## config.mk

```make
export PLATFORM = sky130hd
export DESIGN_NAME = gray_conv_pipe
export DESIGN_NICKNAME = d
export VERILOG_FILES = /design/src/rtl/gray_pkg.sv /design/src/rtl/gray_step_check.sv /design/src/rtl/gray_conv_pipe.sv
export SDC_FILE = /design/constraint.sdc
export NUM_CORES = 1
export LEC_CHECK = 0
export CAP_MARGIN = 40
export CORE_AREA = 4 4 41 43
export CTS_CLUSTER_DIAMETER = 40
export DETAILED_ROUTE_END_ITERATION = 8
export DIE_AREA = 0 0 45 47
export PLACE_DENSITY = 0.53
export SYNTH_ARGS = -nofsm -noshare
export SYNTH_HDL_FRONTEND = slang
export SYNTH_HIERARCHICAL = 1
export SYNTH_SLANG_ARGS = --single-unit
```

## constraint.sdc

```tcl
create_clock -name clk -period 1.14 [get_ports clk]
set_clock_uncertainty 0.15 [all_clocks]
set_input_delay 0.114 -clock clk [delete_from_list [all_inputs] [get_ports clk]]
set_output_delay 0.114 -clock clk [all_outputs]
set_load 0.005 [all_outputs]
```

## src/rtl/gray_pkg.sv

```systemverilog
// Shared Gray-code constants and width-generic conversion helpers.
package gray_pkg;

    localparam logic MODE_B2G = 1'b0;
    localparam logic MODE_G2B = 1'b1;

    localparam int unsigned MAX_WIDTH = 32;

    // Binary to Gray over the low w bits; bits at and above w must be zero.
    function automatic logic [MAX_WIDTH-1:0] bin2gray(input logic [MAX_WIDTH-1:0] b,
                                                      input int                   w);
        logic [MAX_WIDTH-1:0] g;
        logic [MAX_WIDTH-1:0] bs;
        g  = '0;
        bs = b >> 1;
        for (int i = 0; i < int'(MAX_WIDTH); i++) begin
            if (i < w) begin
                g[i] = b[i] ^ bs[i];
            end
        end
        return g;
    endfunction

    // Gray to binary as a prefix XOR running down from bit w-1.
    function automatic logic [MAX_WIDTH-1:0] gray2bin(input logic [MAX_WIDTH-1:0] g,
                                                      input int                   w);
        logic [MAX_WIDTH-1:0] bin;
        logic                 acc;
        bin = '0;
        acc = 1'b0;
        for (int i = int'(MAX_WIDTH) - 1; i >= 0; i--) begin
            if (i < w) begin
                acc    = acc ^ g[i];
                bin[i] = acc;
            end
        end
        return bin;
    endfunction

endpackage

```

## src/rtl/gray_step_check.sv

```systemverilog
// Flags any Gray input that moves more than one bit from the previous Gray input.
module gray_step_check #(
    parameter int unsigned WIDTH = 4
) (
    input  logic             clk,
    input  logic             rst,
    input  logic             i_xfer,
    input  logic [WIDTH-1:0] i_data,
    output logic             o_step_err
);

    localparam int unsigned CNT_W = $clog2(WIDTH + 1);

    logic [WIDTH-1:0] r_prev;
    logic             r_hist_valid;
    logic             r_step_err;
    logic [WIDTH-1:0] w_diff;
    logic [CNT_W-1:0] w_diff_cnt;

    assign w_diff     = i_data ^ r_prev;
    assign w_diff_cnt = CNT_W'($countones(w_diff));
    assign o_step_err = r_step_err;

    // First word after reset only seeds the history; the flag is sticky until reset.
    always_ff @(posedge clk) begin
        if (rst) begin
            r_prev       <= '0;
            r_hist_valid <= 1'b0;
            r_step_err   <= 1'b0;
        end else if (i_xfer) begin
            r_prev       <= i_data;
            r_hist_valid <= 1'b1;
            if (r_hist_valid && (w_diff_cnt > CNT_W'(1))) begin
                r_step_err <= 1'b1;
            end
        end
    end

endmodule

```

## src/rtl/gray_conv_pipe.sv

```systemverilog
// Registered binary<->Gray converter with valid/ready handshake.
// Optional Gray step checker enabled by defining GRAY_STEP_CHECK_EN.
module gray_conv_pipe
    import gray_pkg::*;
#(
    parameter int unsigned      WIDTH    = 4,
    parameter logic [WIDTH-1:0] RST_DATA = '0
) (
    input  logic             clk,
    input  logic             rst,
    input  logic             in_valid,
    output logic             in_ready,
    input  logic             in_mode,
    input  logic [WIDTH-1:0] in_data,
    output logic             out_valid,
    input  logic             out_ready,
    output logic [WIDTH-1:0] out_data,
    output logic             out_mode,
    output logic             step_err
);

    logic             r_out_valid;
    logic [WIDTH-1:0] r_out_data;
    logic             r_out_mode;
    logic             w_in_xfer;
    logic             w_out_xfer;
    logic [WIDTH-1:0] w_conv;

    assign in_ready   = !r_out_valid || out_ready;
    assign w_in_xfer  = in_valid && in_ready;
    assign w_out_xfer = r_out_valid && out_ready;

    assign w_conv = (in_mode == MODE_G2B)
                  ? WIDTH'(gray2bin(MAX_WIDTH'(in_data), int'(WIDTH)))
                  : WIDTH'(bin2gray(MAX_WIDTH'(in_data), int'(WIDTH)));

    // A new word always wins over draining the held one.
    always_ff @(posedge clk) begin
        if (rst) begin
            r_out_valid <= 1'b0;
            r_out_data  <= RST_DATA;
            r_out_mode  <= 1'b0;
        end else if (w_in_xfer) begin
            r_out_valid <= 1'b1;
            r_out_data  <= w_conv;
            r_out_mode  <= in_mode;
        end else if (w_out_xfer) begin
            r_out_valid <= 1'b0;
        end
    end

    assign out_valid = r_out_valid;
    assign out_data  = r_out_data;
    assign out_mode  = r_out_mode;

`ifdef GRAY_STEP_CHECK_EN
    gray_step_check #(
        .WIDTH (WIDTH)
    ) u_step_check (
        .clk        (clk),
        .rst        (rst),
        .i_xfer     (w_in_xfer && (in_mode == MODE_G2B)),
        .i_data     (in_data),
        .o_step_err (step_err)
    );
`else
    assign step_err = 1'b0;
`endif

endmodule

```

# Word level (Yosys, flattened, before mapping)
# Index checks and enable logic that the tools add are counted.
# op_classes
add_sub_neg	0
mul	0
div	0
order_cmp	0
n_eq_ne	0
shifts	0
muxes	3
bitwise	5
n_reduce_logical	5
# op_table
operator	n
$xor A1 B1 Y1	5
$logic_and A1 B1 Y1	2
$mux W1	2
$mux W2	1
$reduce_bool A2 Y1	1
$logic_not A1 Y1	1
$logic_or A1 B1 Y1	1
# word_totals
regBits	6
latch_bits	0
mem_bits_rw	0
mem_bits_ro	0
input_bits	9
out_inout_bits	8
word_cells	16
memories	0

# Depth between registers and ports, before layout
# depth
word_depth	4
ltp_mapped	4
depth_no_buf	4

# Least setup slack after synthesis
# No wires, ideal clock.
# synth_path
path_kind	register -> register
startpoint	register r_out_valid, in the netlist out_valid
endpoint	register r_out_data[2], in the netlist out_data[2]
setup_time_ns	0.118
arrival_time_ns	0.889
required_ns	0.872
slack_ns	-0.018
stages_incl_launch_ff	5
n_path_buf	0
synth_period_minus_slack_ns	1.158
path_cell_list	dfxtp_1 nor2b_2 inv_1 a21oi_1 nor3_1
# synth_between
elab_chain_len	3
# synth_rtl
item	line	rtl
from (decl)	gray_conv_pipe.sv:22	logic r_out_valid;
from (signal assigned)	gray_conv_pipe.sv:40	r_out_valid <= 1'b0;
from (signal assigned)	gray_conv_pipe.sv:44	r_out_valid <= 1'b1;
from (signal assigned)	gray_conv_pipe.sv:48	r_out_valid <= 1'b0;
$logic_not A1 Y1	gray_conv_pipe.sv:29	assign in_ready = !r_out_valid || out_ready;
$logic_or A1 B1 Y1	gray_conv_pipe.sv:29	
via in_ready	gray_conv_pipe.sv:12	output logic in_ready,
$logic_and A1 B1 Y1	gray_conv_pipe.sv:30	assign w_in_xfer = in_valid && in_ready;
to (signal assigned)	gray_conv_pipe.sv:45	r_out_data <= w_conv;
to (decl)	gray_conv_pipe.sv:23	logic [WIDTH-1:0] r_out_data;
# The timed path passes the listed nets, and every way through them passes these cells.
# A chain may end at the register's enable or synchronous reset.

# Worst setup path in the final report
# layout_path
startpoint	input in_data[0]
endpoint	register r_out_data[0], in the netlist out_data[0]
# layout_between
elab_chain_len	2
word_cells_on_any_way	3
cone_classes	mux (1); bitwise (2)
# layout_rtl
item	line	rtl
from (decl)	gray_conv_pipe.sv:14	input logic [WIDTH-1:0] in_data,
$xor A1 B1 Y1 (on tied branches)	gray_pkg.sv:18, gray_pkg.sv:33	
$mux W2 (*)	gray_conv_pipe.sv:34	? WIDTH'(gray2bin(MAX_WIDTH'(in_data), int'(WIDTH)))
# Every way passes the cells marked *; elsewhere a longest branch is shown, timed or not.

==> run metrics <==
Startpoint Class input pin; Core Footprint 1300 um^2; largest net degree at the start of global routing 8; fraction of registers with async set/reset 0%; Power, Total roughly 590 uW; commonest cells in the netlist dfxtp_1, a21oi_1, o21ai_0, xnor2_1; Clock Sinks 6; CTS tree done; Mapped Cells 35; setup_tns -5.65 ps; # port buffers 15; # diodes 0; hold crit path type in -> reg; critical path peak fanout 2; placed cell count 75; die height about 47 um; vias in the first global route between 200 and 300; Chip Width 45 um; share of the synthesized area in the top cell type between 40% and 50%; Std-Cell Rows 13; fin crit period 1150 ps; leading area contributor after synthesis dfxtp_1; failing checks setup timing; switch share between 20 and 30%; Tcrit/Tclk final 100%; critical-path cell list clkdlybuf4s50_1 -> xnor2_2 -> a2111o_1 -> o221ai_2; Top delay family on crit path compound AO/OA/AOI/OAI gates; Max IR drop VDD roughly 0.52 mV; leading cell type by number of instances after synthesis dfxtp_1; Netlist cell types 18; Sw Pwr 152 uW; fin util between 40% and 50%; non-filler cells in the finished layout 78; Final setup viols 1; Seq cells post-synth 6; WL final approximately 850 um; total CTS buffers 3; layout net count 74; initial antenna violation count 0; maxcap violations 0; Req. time, crit path 1160 ps; synthesized area between 200 and 300 um^2; DR DRC count 0; Simple-Gate Fraction of Synth Area 18.9%; P per Cell Area a little over 1000 nW/um^2; Initial Util 22.9%; Via density 4.49; DPL Wire Length between 600 and 700 um; crit path max-delay cell type clkdlybuf4s50_1; CP peak stage delay ~440 ps; RePlAce Congestion a little under 0.7; syn_nets 44; clk_lat worst skew around 250 ps; die area around 2100 um^2; Peak Freq roughly 870 MHz; Critical path buffers and inverters 1; Post-Synth Adder-Cell Area 0%; clock share of power approximately a third; combinational power share 26.7%; ratio of cells with drive above 1 in the final layout 33.3%; I/O pins 17; dominant combinational cell family by area after synthesis compound AO/OA/AOI/OAI gates; ANT nets after route 0; final worst slack -5.65 ps; RSZ-0062 raised after global routing yes; Compound-Gate Fraction of Synth Area between 20 and 25%; mux cell area share after synthesis 0%; status complete, but fails checks; Post-Synth XOR/XNOR Area about an eighth; DRT iter0 DRCs 4; crit path DAT roughly 1200 ps; Pint ~440 uW; Syn Area/Cell about 8.5 um^2; Area Growth Syn to Fin 93.3%; grt total ovfl 0; synth top area cells dfxtp_1, xnor2_1, a21oi_1; DR vias between 300 and 400; final hold vios 0; final slew viol count 0; drt first pass iters 4; CTS clk-pin slew, worst paths 50 ps; clk root buf clkbuf_4; Post-synth EDFFs 0; post-synthesis sequential area ratio ~40%; first-pass GRT wire length about 1300 um; wire per inst 10.9 um; Main synth FF type dfxtp_1; filler cell count ~150; CP Class in -> reg; H-tree depth 1; Yosys warning count 6; Pleak roughly 0.26 nW; Reg power frac between 30% and 40%; Crit. End Element flip-flop; Post-CTS Setup Inserts 0; all-layer global routing usage under 10%; clock buffer depth 2
==> logic make-up after synthesis <==
| logic type | count (synthesis) |
|---|---|
| compound gates | 11 |
| flops | 6 |
| buf+inv | 3 |
| other cells | 1 |
| xor+xnor | 4 |
| simple gates | 10 |
==> metrics by stage <==
stage          hold slack, ps  area (um^2)  setup WS (ps)
2_1_floorplan            33.1          303           47.3
3_3_place_gp              316          547           -340
3_5_place_dp              325          547           -351
4_1_cts                   261          567          -77.7
5_1_grt                   294          576          -55.7
6_report                  261          576          -5.65
==> path summary, 6_finish.rpt <==
path	startpoint	end	slack, ps	depth (start not counted)
worst max-delay path	in_data[0]	out_data[0]	-6	4
worst max register to register	out_valid	out_data[0]	0	4
worst min-delay path	in_data[3]	out_data[3]	260	4
worst min register to register	out_mode	out_mode	330	2
==> sequential cells by signal, summed over array words and instances (netlist names) <==
signal,cells
out_mode,1
out_valid,1
out_data,4
==> layout by cell type (no fill, tap or decap), drive strengths merged <==
| cell | instances |
|---|---|
| nand2 | 2 |
| a21oi | 4 |
| dlygate4sd2 | 9 |
| o31ai | 1 |
| xor2 | 1 |
| clkdlybuf4s50 | 5 |
| nand3b | 1 |
| clkbuf | 4 |
| nor3 | 2 |
| a2111o | 1 |
| nand3 | 2 |
| o221ai | 1 |
| dfxtp | 6 |
| conb | 1 |
| xnor2 | 3 |
| nand2b | 1 |
| buf | 11 |
| inv | 2 |
| nor2b | 2 |
| o21ai | 4 |
==> power groups by stage <==
stage | logic (mW) | registers (mW) | clock network [mW]
final | 0.159 | 0.234 | 0.202
after global routing | 0.176 | 0.236 | 0.220
after CTS | 0.154 | 0.234 | 0.206
after detailed placement | 0.165 | 0.238 | 0
after global placement | 0.164 | 0.238 | 0
after floorplan | 0.0519 | 0.239 | 0
==> metal layers <==
layer / vias up / wire length, um / track usage, %
met3: 2 / 90 / 4.60
li1: 179 / - / -
met5: - / 0 / 0
met1: 151 / 392 / 12.3
met4: 0 / 4 / 5.26
met2: 18 / 362 / 11.0
==> layout make-up <==
| type | instances | area (um^2) | share of cell area, % |
|---|---|---|---|
| clock buffer | 3 | 22.5 | 3.91 |
| inverter | 2 | 7.51 | 1.30 |
| multi-input combinational | 26 | 185 | 32.2 |
| sequential | 6 | 121 | 21.1 |
| tap | 15 | 18.8 | 3.26 |
| timing repair buffer | 26 | 220 | 38.3 |
==> worst register-to-register path, cell delays in order, from the launching register on <==
cell and delay, ps:
dfxtp_2 310, nor2b_4 120, buf_6 120, a2111o_1 290, o221ai_2 60
==> timing repair <==
action / CTS / global route
endpoints found under the setup margin: 9 / 5
resized for setup: 13 / 6
pin swaps: 1 / 1
hold buffers: 0 / 0
(Power assumes the default switching activity.)
